===== src/rtl/icache_status_alloc.sv =====
// Write-side controller for the I-cache per-way status SRAM ({dirty, valid}, 4 ways).
// A line fill reads the set, picks a victim way and writes it valid/clean.
// A flush command walks every {index, way} and clears it.
module icache_status_alloc #(
  parameter int aw  = 4,
  parameter int num = (1 << aw)
) (
  input  logic          clk,
  input  logic          rst,
  input  logic          fill_req,
  input  logic [aw-1:0] fill_index,
  output logic          fill_ack,
  output logic [1:0]    fill_way,
  input  logic          flush_req,
  output logic          flush_busy,
  output logic          flush_done,
  output logic [aw-1:0] sram_index,
  output logic [1:0]    sram_way,
  output logic [1:0]    sram_din,
  output logic          sram_we,
  output logic          sram_en,
  input  logic [1:0]    sram_dout0,
  input  logic [1:0]    sram_dout1,
  input  logic [1:0]    sram_dout2,
  input  logic [1:0]    sram_dout3
);

  typedef enum logic [2:0] {
    IDLE,
    FILL_RD,
    FILL_WR,
    FLUSH,
    FLUSH_DONE
  } state_t;

  // Last {index, way} position of the flush walk.
  localparam logic [aw+1:0] CNT_LAST = (aw + 2)'(4 * num - 1);

  state_t        state_q, state_d;
  logic [aw-1:0] idx_q, idx_d;
  logic [1:0]    victim_q, victim_d;
  logic          from_rr_q, from_rr_d;
  logic [1:0]    rr_q, rr_d;
  logic [aw+1:0] cnt_q, cnt_d;

  // Dirty bits are irrelevant to victim selection.
  logic unused_dirty;
  assign unused_dirty = ^{sram_dout0[1], sram_dout1[1], sram_dout2[1], sram_dout3[1]};

  // State and datapath registers with synchronous reset.
  always_ff @(posedge clk) begin
    if (rst) begin
      state_q   <= IDLE;
      idx_q     <= '0;
      victim_q  <= '0;
      from_rr_q <= 1'b0;
      rr_q      <= '0;
      cnt_q     <= '0;
    end else begin
      state_q   <= state_d;
      idx_q     <= idx_d;
      victim_q  <= victim_d;
      from_rr_q <= from_rr_d;
      rr_q      <= rr_d;
      cnt_q     <= cnt_d;
    end
  end

  // Next-state logic and Moore outputs; every output is zero in IDLE.
  always_comb begin
    state_d    = state_q;
    idx_d      = idx_q;
    victim_d   = victim_q;
    from_rr_d  = from_rr_q;
    rr_d       = rr_q;
    cnt_d      = cnt_q;
    fill_ack   = 1'b0;
    fill_way   = '0;
    flush_busy = 1'b0;
    flush_done = 1'b0;
    sram_index = '0;
    sram_way   = '0;
    sram_din   = '0;
    sram_we    = 1'b0;
    sram_en    = 1'b0;

    unique case (state_q)
      IDLE: begin
        if (flush_req) begin
          cnt_d   = '0;
          state_d = FLUSH;
        end else if (fill_req) begin
          idx_d   = fill_index;
          state_d = FILL_RD;
        end
      end

      FILL_RD: begin
        sram_en    = 1'b1;
        sram_index = idx_q;
        from_rr_d  = 1'b0;
        if (!sram_dout0[0]) begin
          victim_d = 2'd0;
        end else if (!sram_dout1[0]) begin
          victim_d = 2'd1;
        end else if (!sram_dout2[0]) begin
          victim_d = 2'd2;
        end else if (!sram_dout3[0]) begin
          victim_d = 2'd3;
        end else begin
          victim_d  = rr_q;
          from_rr_d = 1'b1;
        end
        state_d = FILL_WR;
      end

      FILL_WR: begin
        sram_en    = 1'b1;
        sram_we    = 1'b1;
        sram_index = idx_q;
        sram_way   = victim_q;
        sram_din   = 2'b01;
        fill_ack   = 1'b1;
        fill_way   = victim_q;
        // Round-robin pointer only advances when it actually chose the victim.
        if (from_rr_q) begin
          rr_d = rr_q + 2'd1;
        end
        state_d = IDLE;
      end

      FLUSH: begin
        sram_en    = 1'b1;
        sram_we    = 1'b1;
        flush_busy = 1'b1;
        sram_index = cnt_q[aw+1:2];
        sram_way   = cnt_q[1:0];
        sram_din   = 2'b00;
        cnt_d      = cnt_q + 1'b1;
        if (cnt_q == CNT_LAST) begin
          state_d = FLUSH_DONE;
        end
      end

      FLUSH_DONE: begin
        flush_done = 1'b1;
        state_d    = IDLE;
      end

      default: state_d = IDLE;
    endcase
  end

endmodule


===== config.mk =====
export PLATFORM = sky130hd
export DESIGN_NAME = icache_status_alloc
export DESIGN_NICKNAME = d
export VERILOG_FILES = /design/src/rtl/icache_status_alloc.sv
export SDC_FILE = /design/constraint.sdc
export NUM_CORES = 1
export LEC_CHECK = 0
export BUFFER_PORTS_ARGS = -buffer_cell sky130_fd_sc_hd__buf_2
export CAP_MARGIN = 20
export CORE_UTILIZATION = 45
export CTS_CLUSTER_DIAMETER = 30
export DETAILED_ROUTE_END_ITERATION = 8
export PLACE_DENSITY = 0.84
export SYNTH_ARGS = -nofsm -noshare
export SYNTH_HDL_FRONTEND = slang
export SYNTH_SLANG_ARGS = --single-unit

===== constraint.sdc =====
create_clock -name clk -period 1.51 [get_ports clk]
set_clock_uncertainty 0.2 [all_clocks]
set_input_delay 0.151 -clock clk [delete_from_list [all_inputs] [get_ports clk]]
set_output_delay 0.151 -clock clk [all_outputs]
set_load 0.1 [all_outputs]

# == Word level (Yosys, flattened, before mapping) ==
# Index checks and enable logic that the tools add are counted.
# classes
addsub,2
eq_ne,8
mux,23
bitwise_logic,1
reduce_logical,9
# op_table
op,n
$pmux W6 S2,1
$mux W1,10
$mux W2,5
$mux W3,3
$pmux W3 S3,1
$pmux W4 S2,1
$add A6 B1 Y6 const B,1
$eq A3 B2 Y1 const B,2
$eq A6 B6 Y1 const B,1
$mux W6,1
$reduce_and A2 Y1,3
$ne A2 B2 Y1 const B,2
$pmux W2 S2,1
$reduce_or A2 Y1,2
$eq A3 B1 Y1 const B,1
$eq A3 B3 Y1 const B,1
$logic_not A3 Y1,1
$ne A3 B3 Y1 const B,1
$reduce_and A3 Y1,1
$reduce_or A3 Y1,1
$add A2 B1 Y2 const B,1
$reduce_bool A2 Y1,1
$not A1 Y1,1
# word_totals
regBits,18
input_bits,16
output_inout_bits,15

# == Logic depth before layout (Yosys ltp) ==
# Gate-level depths: netlist of run 1.
# depth
word_depth,4
depth_mapped,5
mapped_depth_nobuf,4

# == Worst setup path after synthesis of run 1 ==
# Ideal clock, no wire load.
# synth_path
path_kind,flip-flop to output port
startpoint,reg state_q[2]
endpoint,out fill_way[0]
t_arrival_ns,3.012
slack_ns,-1.853
stages_incl_launch_ff,5
n_path_buf,1
cell_sequence,dfxtp_1 > clkbuf_1 > or2b_1 > nor2_1 > and2_1
# synth_via
elab_chain_cells,2
# synth_lines
element,line,rtl
"start, declared",39,"state_t state_q, state_d;"
"start signal, assigned",60,state_q <= state_d;
$eq A3 B2 Y1,87,unique case (state_q)
$mux W2,87,
"end, declared",13,"output logic [1:0] fill_way,"
# No other way between the ends.

# == Worst setup path in the final report of run 1 ==
# layout_path
startpoint,reg state_q[2]
endpoint,out fill_way[1]
# The elaborated chain is that of the path after synthesis.

==> run summary, run 1 <==
crit path max fanout: 3
power per cell area: 713 nW/µm²
Antenna Cells: 0
Yosys reg bits: 18
GP Congestion: 0.838
RSZ-0062 raised after global routing: yes
clk_lat worst skew: 320 ps
Placement Rows: 17
Post-DP Area: 1620 µm²
post-layout util: 95.9%
violated checks: negative setup slack
critical path, cell by cell: buf_6, or2b_4, nor2_4, and2_4, buf_12
status: complete, but fails checks
period utilization: 127%
Slew HR: 66.5%
DP Wirelength: 2280 µm
Gate Count Post-Synth: 128
Die W: 50.0 µm
worst slack at placement: -191 ps
most common cell after layout, fill and taps aside: buf_4
final hold slack: 24.0 ps
fmax: 521 MHz
critical path type: register to primary output
met1 GRT Util: 48.6%
reg-to-reg critical path startpoint: state_q[0]
vias in the first global route: 1,394
IO Port Bufs: 25
final setup vio count: 32
Worst Path Arrival: 1570 ps
antenna-violating nets left: 0
antenna violations before repair: 0
overall routed net length: 5990 µm
DR vias/cell: 6.95
LEAKAGE: 0.815 nW
Initial Utilization: 47.3%
hold_sp: sram_dout3[0]
clk buf depth: 2
delay of the slowest critical-path stage: 370 ps
# IOs: 31
Core Region: 2190 µm²
Max rail drop VDD: 0.643 mV
Synth Warn #: 0
WP data required: 1160 ps
Hold Vio Cnt, Final: 0
Final Slew Violations: 0
clk slew on worst S/H paths: 110 ps
CP max-delay cell: dfxtp_4
H-Tree Depth: 1
worst hold path class: input pin to register
nets@finish: 206
DIE AREA: 2500 µm²
GRT Max-Usage Layer: met2
Pre-Repair DR Iteration Count: 4
Hold Crit Depth: 4
PnR Total Power: 1.50 mW
worst slew pin tran: 503 ps
first-pass GRT wire length: 7440 µm
Max Cap Violations: 0
post-synthesis sequential area ratio: 34.7%
buffers and inverters on the worst path: 2
Reg-to-Reg End: cnt_q[3]
CTS Buf Count: 3
R2R cell count: 6
Die Ht: 50.0 µm
CTS tree: built
# DRC: 0
clock sinks: 18
Final min period: 1920 ps
Total GRT Usage: 41.8%
most frequent cells in the layout: buf_4 (17), buf_12 (15), buf_6 (15)
First DRT Iteration DRCs: 103
Distinct cells, synth: 40
Post-Synthesis Cell Area: 1040 µm²
Design Area, Final: 2100 µm²
CP Capture Type: primary output
Reg2Reg Setup Slack: -370 ps
area grow syn2layout: 103%
Final WS setup: -408 ps
CP Launch Type: register
largest net degree at the start of global routing: 21
GR met3 Demand/Resource: 5.25%
via count: 1,495
CTS root buf: clkbuf_4
CP delay by family, top: simple AND/OR/NAND/NOR gates
Syn Area/Cell: 8.10 µm²
M2 GR Usage: 69.8%
share of cells above drive strength 1: 64.2%
Avg WL per Cell: 27.9 µm
Congestion Overflow GR: 0
WHS Endpoint: from_rr_q
synthesized net count: 145
-- Yosys cell counts --
cell type | n | area, µm²
o21ai_0 | 5 | 25.0
or3b_1 | 1 | 8.76
dfxtp_1 | 18 | 360
or4_1 | 2 | 15.0
a211oi_1 | 4 | 30.0
a31o_2 | 1 | 8.76
inv_1 | 4 | 15.0
mux2i_1 | 2 | 20.0
or3_1 | 1 | 6.26
o41ai_1 | 1 | 8.76
a21boi_0 | 1 | 7.51
nand3_1 | 8 | 40.0
and4bb_2 | 1 | 12.5
clkbuf_1 | 4 | 15.0
buf_2 | 2 | 10.0
nor4_1 | 2 | 12.5
or2b_1 | 1 | 7.51
ha_1 | 1 | 12.5
nand3b_1 | 6 | 45.0
o21bai_1 | 1 | 7.51
and2_1 | 3 | 18.8
nand2_1 | 14 | 52.6
nor2_1 | 9 | 33.8
or4b_2 | 1 | 10.0
a311o_1 | 1 | 10.0
buf_4 | 2 | 15.0
a41oi_1 | 2 | 17.5
xnor2_1 | 1 | 8.76
clkinv_1 | 1 | 3.75
or3_4 | 1 | 11.3
buf_1 | 1 | 3.75
a31oi_1 | 1 | 6.26
a21oi_2 | 1 | 8.76
conb_1 | 1 | 3.75
a311oi_1 | 3 | 26.3
nand2b_1 | 2 | 12.5
mux2_2 | 4 | 45.0
buf_6 | 1 | 11.3
o211ai_1 | 2 | 15.0
a21oi_1 | 11 | 55.1
-- worst register-to-register path, stage by stage, from the launching register on --
cell and delay (ps):
dfxtp_4 390, buf_6 140, buf_4 130, buf_4 120, or4b_4 530, nand2_4 120, a311oi_1 100
-- state kept, by name (all words and copies together), names as in the netlist --
register	cells
from_rr_q	1
cnt_q	6
state_q	3
idx_q	4
rr_q	2
victim_q	2
-- what timing repair did --
item | CTS | global route
setup endpoints to repair | 29 | 32
endpoints found under the hold margin | 5 | 0
pin swaps | 23 | 14
buffers inserted | 11 | 2
resized for setup | 47 | 29
hold buffers | 6 | 0
-- report_power, final --
group / internal [mW] / switching (mW) / total (mW)
clock network: 0.0939 / 0.181 / 0.275
logic: 0.296 / 0.410 / 0.706
registers: 0.488 / 0.0290 / 0.517
-- kinds of logic after synthesis --
kind of cell | synth area share, %
and+or+nand+nor | 27.6
DFF | 34.7
xor gates and xnor gates | 0.845
other | 0.362
adders and majority gates | 1.21
muxes | 6.27
AOI/OAI and AO/OA | 21.8
buffers and inverters | 7.12
-- through the flow --
stage | TNS, ps | std cells
after floorplan | -4580 | 128
after global placement | -1610 | 193
after detailed placement | -2380 | 193
after CTS | -4880 | 213
after global routing | -10040 | 215
final | -9560 | 215
-- per-layer routing --
metal	wire [µm]	share of wire [%]
met5	0	0
met1	2060	34
met4	546	9.1
met3	637	11
met2	2740	46
-- area by class of cell --
type / instances / area [µm²]
Tap cell: 28 / 35.0
Timing Repair Buffer: 66 / 742
Clock buffer: 3 / 22.5
Multi-Input combinational cell: 95 / 895
Sequential cell: 18 / 375
Fill cell: 46 / 90.1
Inverter: 5 / 31.3
-- worst max-delay path by stage --
stage / end / start / depth (start not counted)
2_1_floorplan: fill_way[0] / state_q[2] / 4
3_3_place_gp: cnt_q[2] / state_q[1] / 3
3_5_place_dp: idx_q[2] / state_q[0] / 4
4_1_cts: fill_way[1] / state_q[2] / 5
5_1_grt: fill_way[1] / state_q[2] / 5
6_report: fill_way[1] / state_q[2] / 5
Note: power is estimated with default switching activity, not from simulation.
==> inputs of run 2 (changes only) <==
--- a/config.mk
+++ b/config.mk
@@ -7,6 +7,7 @@
 export LEC_CHECK = 0
 export BUFFER_PORTS_ARGS = -buffer_cell sky130_fd_sc_hd__buf_2
 export CAP_MARGIN = 20
+export CORE_MARGIN = 4
 export CORE_UTILIZATION = 45
 export CTS_CLUSTER_DIAMETER = 30
 export DETAILED_ROUTE_END_ITERATION = 8
==> run summary, run 2 (synthesized netlist as in run 1, its figures left out) <==
RSZ-0062 raised after global routing: yes
vias in the first global route: 1,292
Avg WL per Cell: 24.2 µm
Slew HR: 66.2%
power per cell area: 750 nW/µm²
Worst Setup SP: state_q[0]
fmax: 533 MHz
Hold Vio Cnt, Final: 0
critical path type: register to primary output
area grow syn2layout: 95.1%
switching share of power: 38.5%
most frequent cells in the layout: buf_12 (17), buf_4 (15), dfxtp_1 (14)
Antenna Cells: 0
# DRC: 0
antenna violations before repair: 0
LEAKAGE: 0.762 nW
clk_lat worst skew: 310 ps
clock sinks: 18
fillers: 78
hold_sp: sram_dout3[0]
reg-to-reg critical path startpoint: state_q[0]
worst slew pin tran: 507 ps
GP Congestion: 0.816
Die W: 56.0 µm
nets@finish: 198
setup TNS: -6480 ps
WHS Endpoint: from_rr_q
Core Region: 2210 µm²
Final Slew Violations: 0
largest net degree at the start of global routing: 21
Total GRT Usage: 27.7%
Die Ht: 56.0 µm
Final WS setup: -368 ps
DIE AREA: 3140 µm²
R2R cell count: 6
crit path max fanout: 7
CTS tree: built
Reg-to-Reg End: idx_q[1]
period utilization: 124%
WP data required: 1160 ps
Pre-Repair DR Iteration Count: 5
final setup vio count: 29
DR vias/cell: 6.25
CTS root buf: clkbuf_4
status: complete, but fails checks
Regs by FF count: cnt_q: 6 flops, idx_q: 4 flops, state_q: 3 flops
most common cell after layout, fill and taps aside: buf_12
Congestion Overflow GR: 0
clk slew on worst S/H paths: 110 ps
CTS Buf Count: 3
Largest register FFs: 6
Final min period: 1880 ps
# IOs: 31
Most flops, register: cnt_q
first-pass GRT wire length: 6540 µm
Max rail drop VDD: 0.778 mV
CP Launch Type: register
Worst Path Arrival: 1530 ps
Initial Utilization: 46.9%
clock power share: 20.7%
antenna-violating nets left: 0
via count: 1,301
IO Port Bufs: 25
Hold Crit Depth: 4
post-layout util: 91.5%
violated checks: negative setup slack
worst hold path class: input pin to register
CP Capture Type: primary output
First DRT Iteration DRCs: 55
Placement Rows: 17
H-Tree Depth: 1
share of cells above drive strength 1: 61.1%
Reg2Reg Setup Slack: -230 ps
DP Wirelength: 2360 µm
logic gate share of total power: 45.3%
internal power component: 0.933 mW
Sequential Power Share: 34.0%
overall routed net length: 5020 µm
NetSw: 0.584 mW
clk buf depth: 2
Max Cap Violations: 0
run 2: cell count changes in the layout (fill, tap and decap cells not counted), moves of 2 or more:
cell / delta
buf_6: -7
nor4_4: -2
buf_4: -2
buf_12: +2
run 2: through the flow:
step                setup WS [ps]  hold slack [ps]  total power, mW  instances  instance area (µm²)
detailed placement           -189              214             1.02        188                 1590
global placement             -144              207             1.00        188                 1590
finish                       -368             22.6             1.52        208                 2020
floorplan                    -608             94.6            0.844        128                 1170
CTS                          -273             1.62             1.42        205                 1890
global route                 -413             53.3             1.55        208                 2020
run 2: worst max path at each step:
stage                          to  cells after the start
detailed placement       cnt_q[2]                      4
global placement         cnt_q[4]                      4
global route        sram_index[0]                      5
floorplan             fill_way[0]                      4
CTS                   fill_way[1]                      4
finish              sram_index[0]                      5
run 2: cell type report:
class	instances	area, µm²	area share, %
multi-input combinational	95	870	43.0
timing repair buffer	58	673	33.3
sequential	18	375	18.6
clock buffer	4	36.3	1.79
tap	28	35.0	1.73
inverter	5	33.8	1.67
run 2: what timing repair did:
action                                  CTS  global route
endpoints found under the setup margin   30            32
resized for setup                        45            22
cloned                                    0             0
endpoints found under the hold margin     5             0
hold buffers                              6             0
pin swaps                                20             9
setup buffers                             7             4
run 2: routing by layer:
layer	vias up	part of all wire (%)	wire length, µm	global-route usage, %
li1	577	-	-	-
met3	22	5.5	277	4.64
met4	0	5.0	252	20.3
met2	80	52	2620	48.4
met5	-	0	0	0
met1	622	37	1870	29.3
run 2: critical path, cell delays in order, from the launching register on:
cell and delay [ps]:
dfxtp_4 400, buf_12 130, buf_8 110, nand3b_1 180
a21oi_4 220, buf_12 190
run 2: power groups by stage:
stage,sequential (mW),clock [mW],combinational [mW]
4_1_cts,0.509,0.304,0.602
5_1_grt,0.517,0.329,0.708
6_report,0.516,0.314,0.687
3_3_place_gp,0.518,0,0.482
2_1_floorplan,0.511,0,0.333
3_5_place_dp,0.521,0,0.497
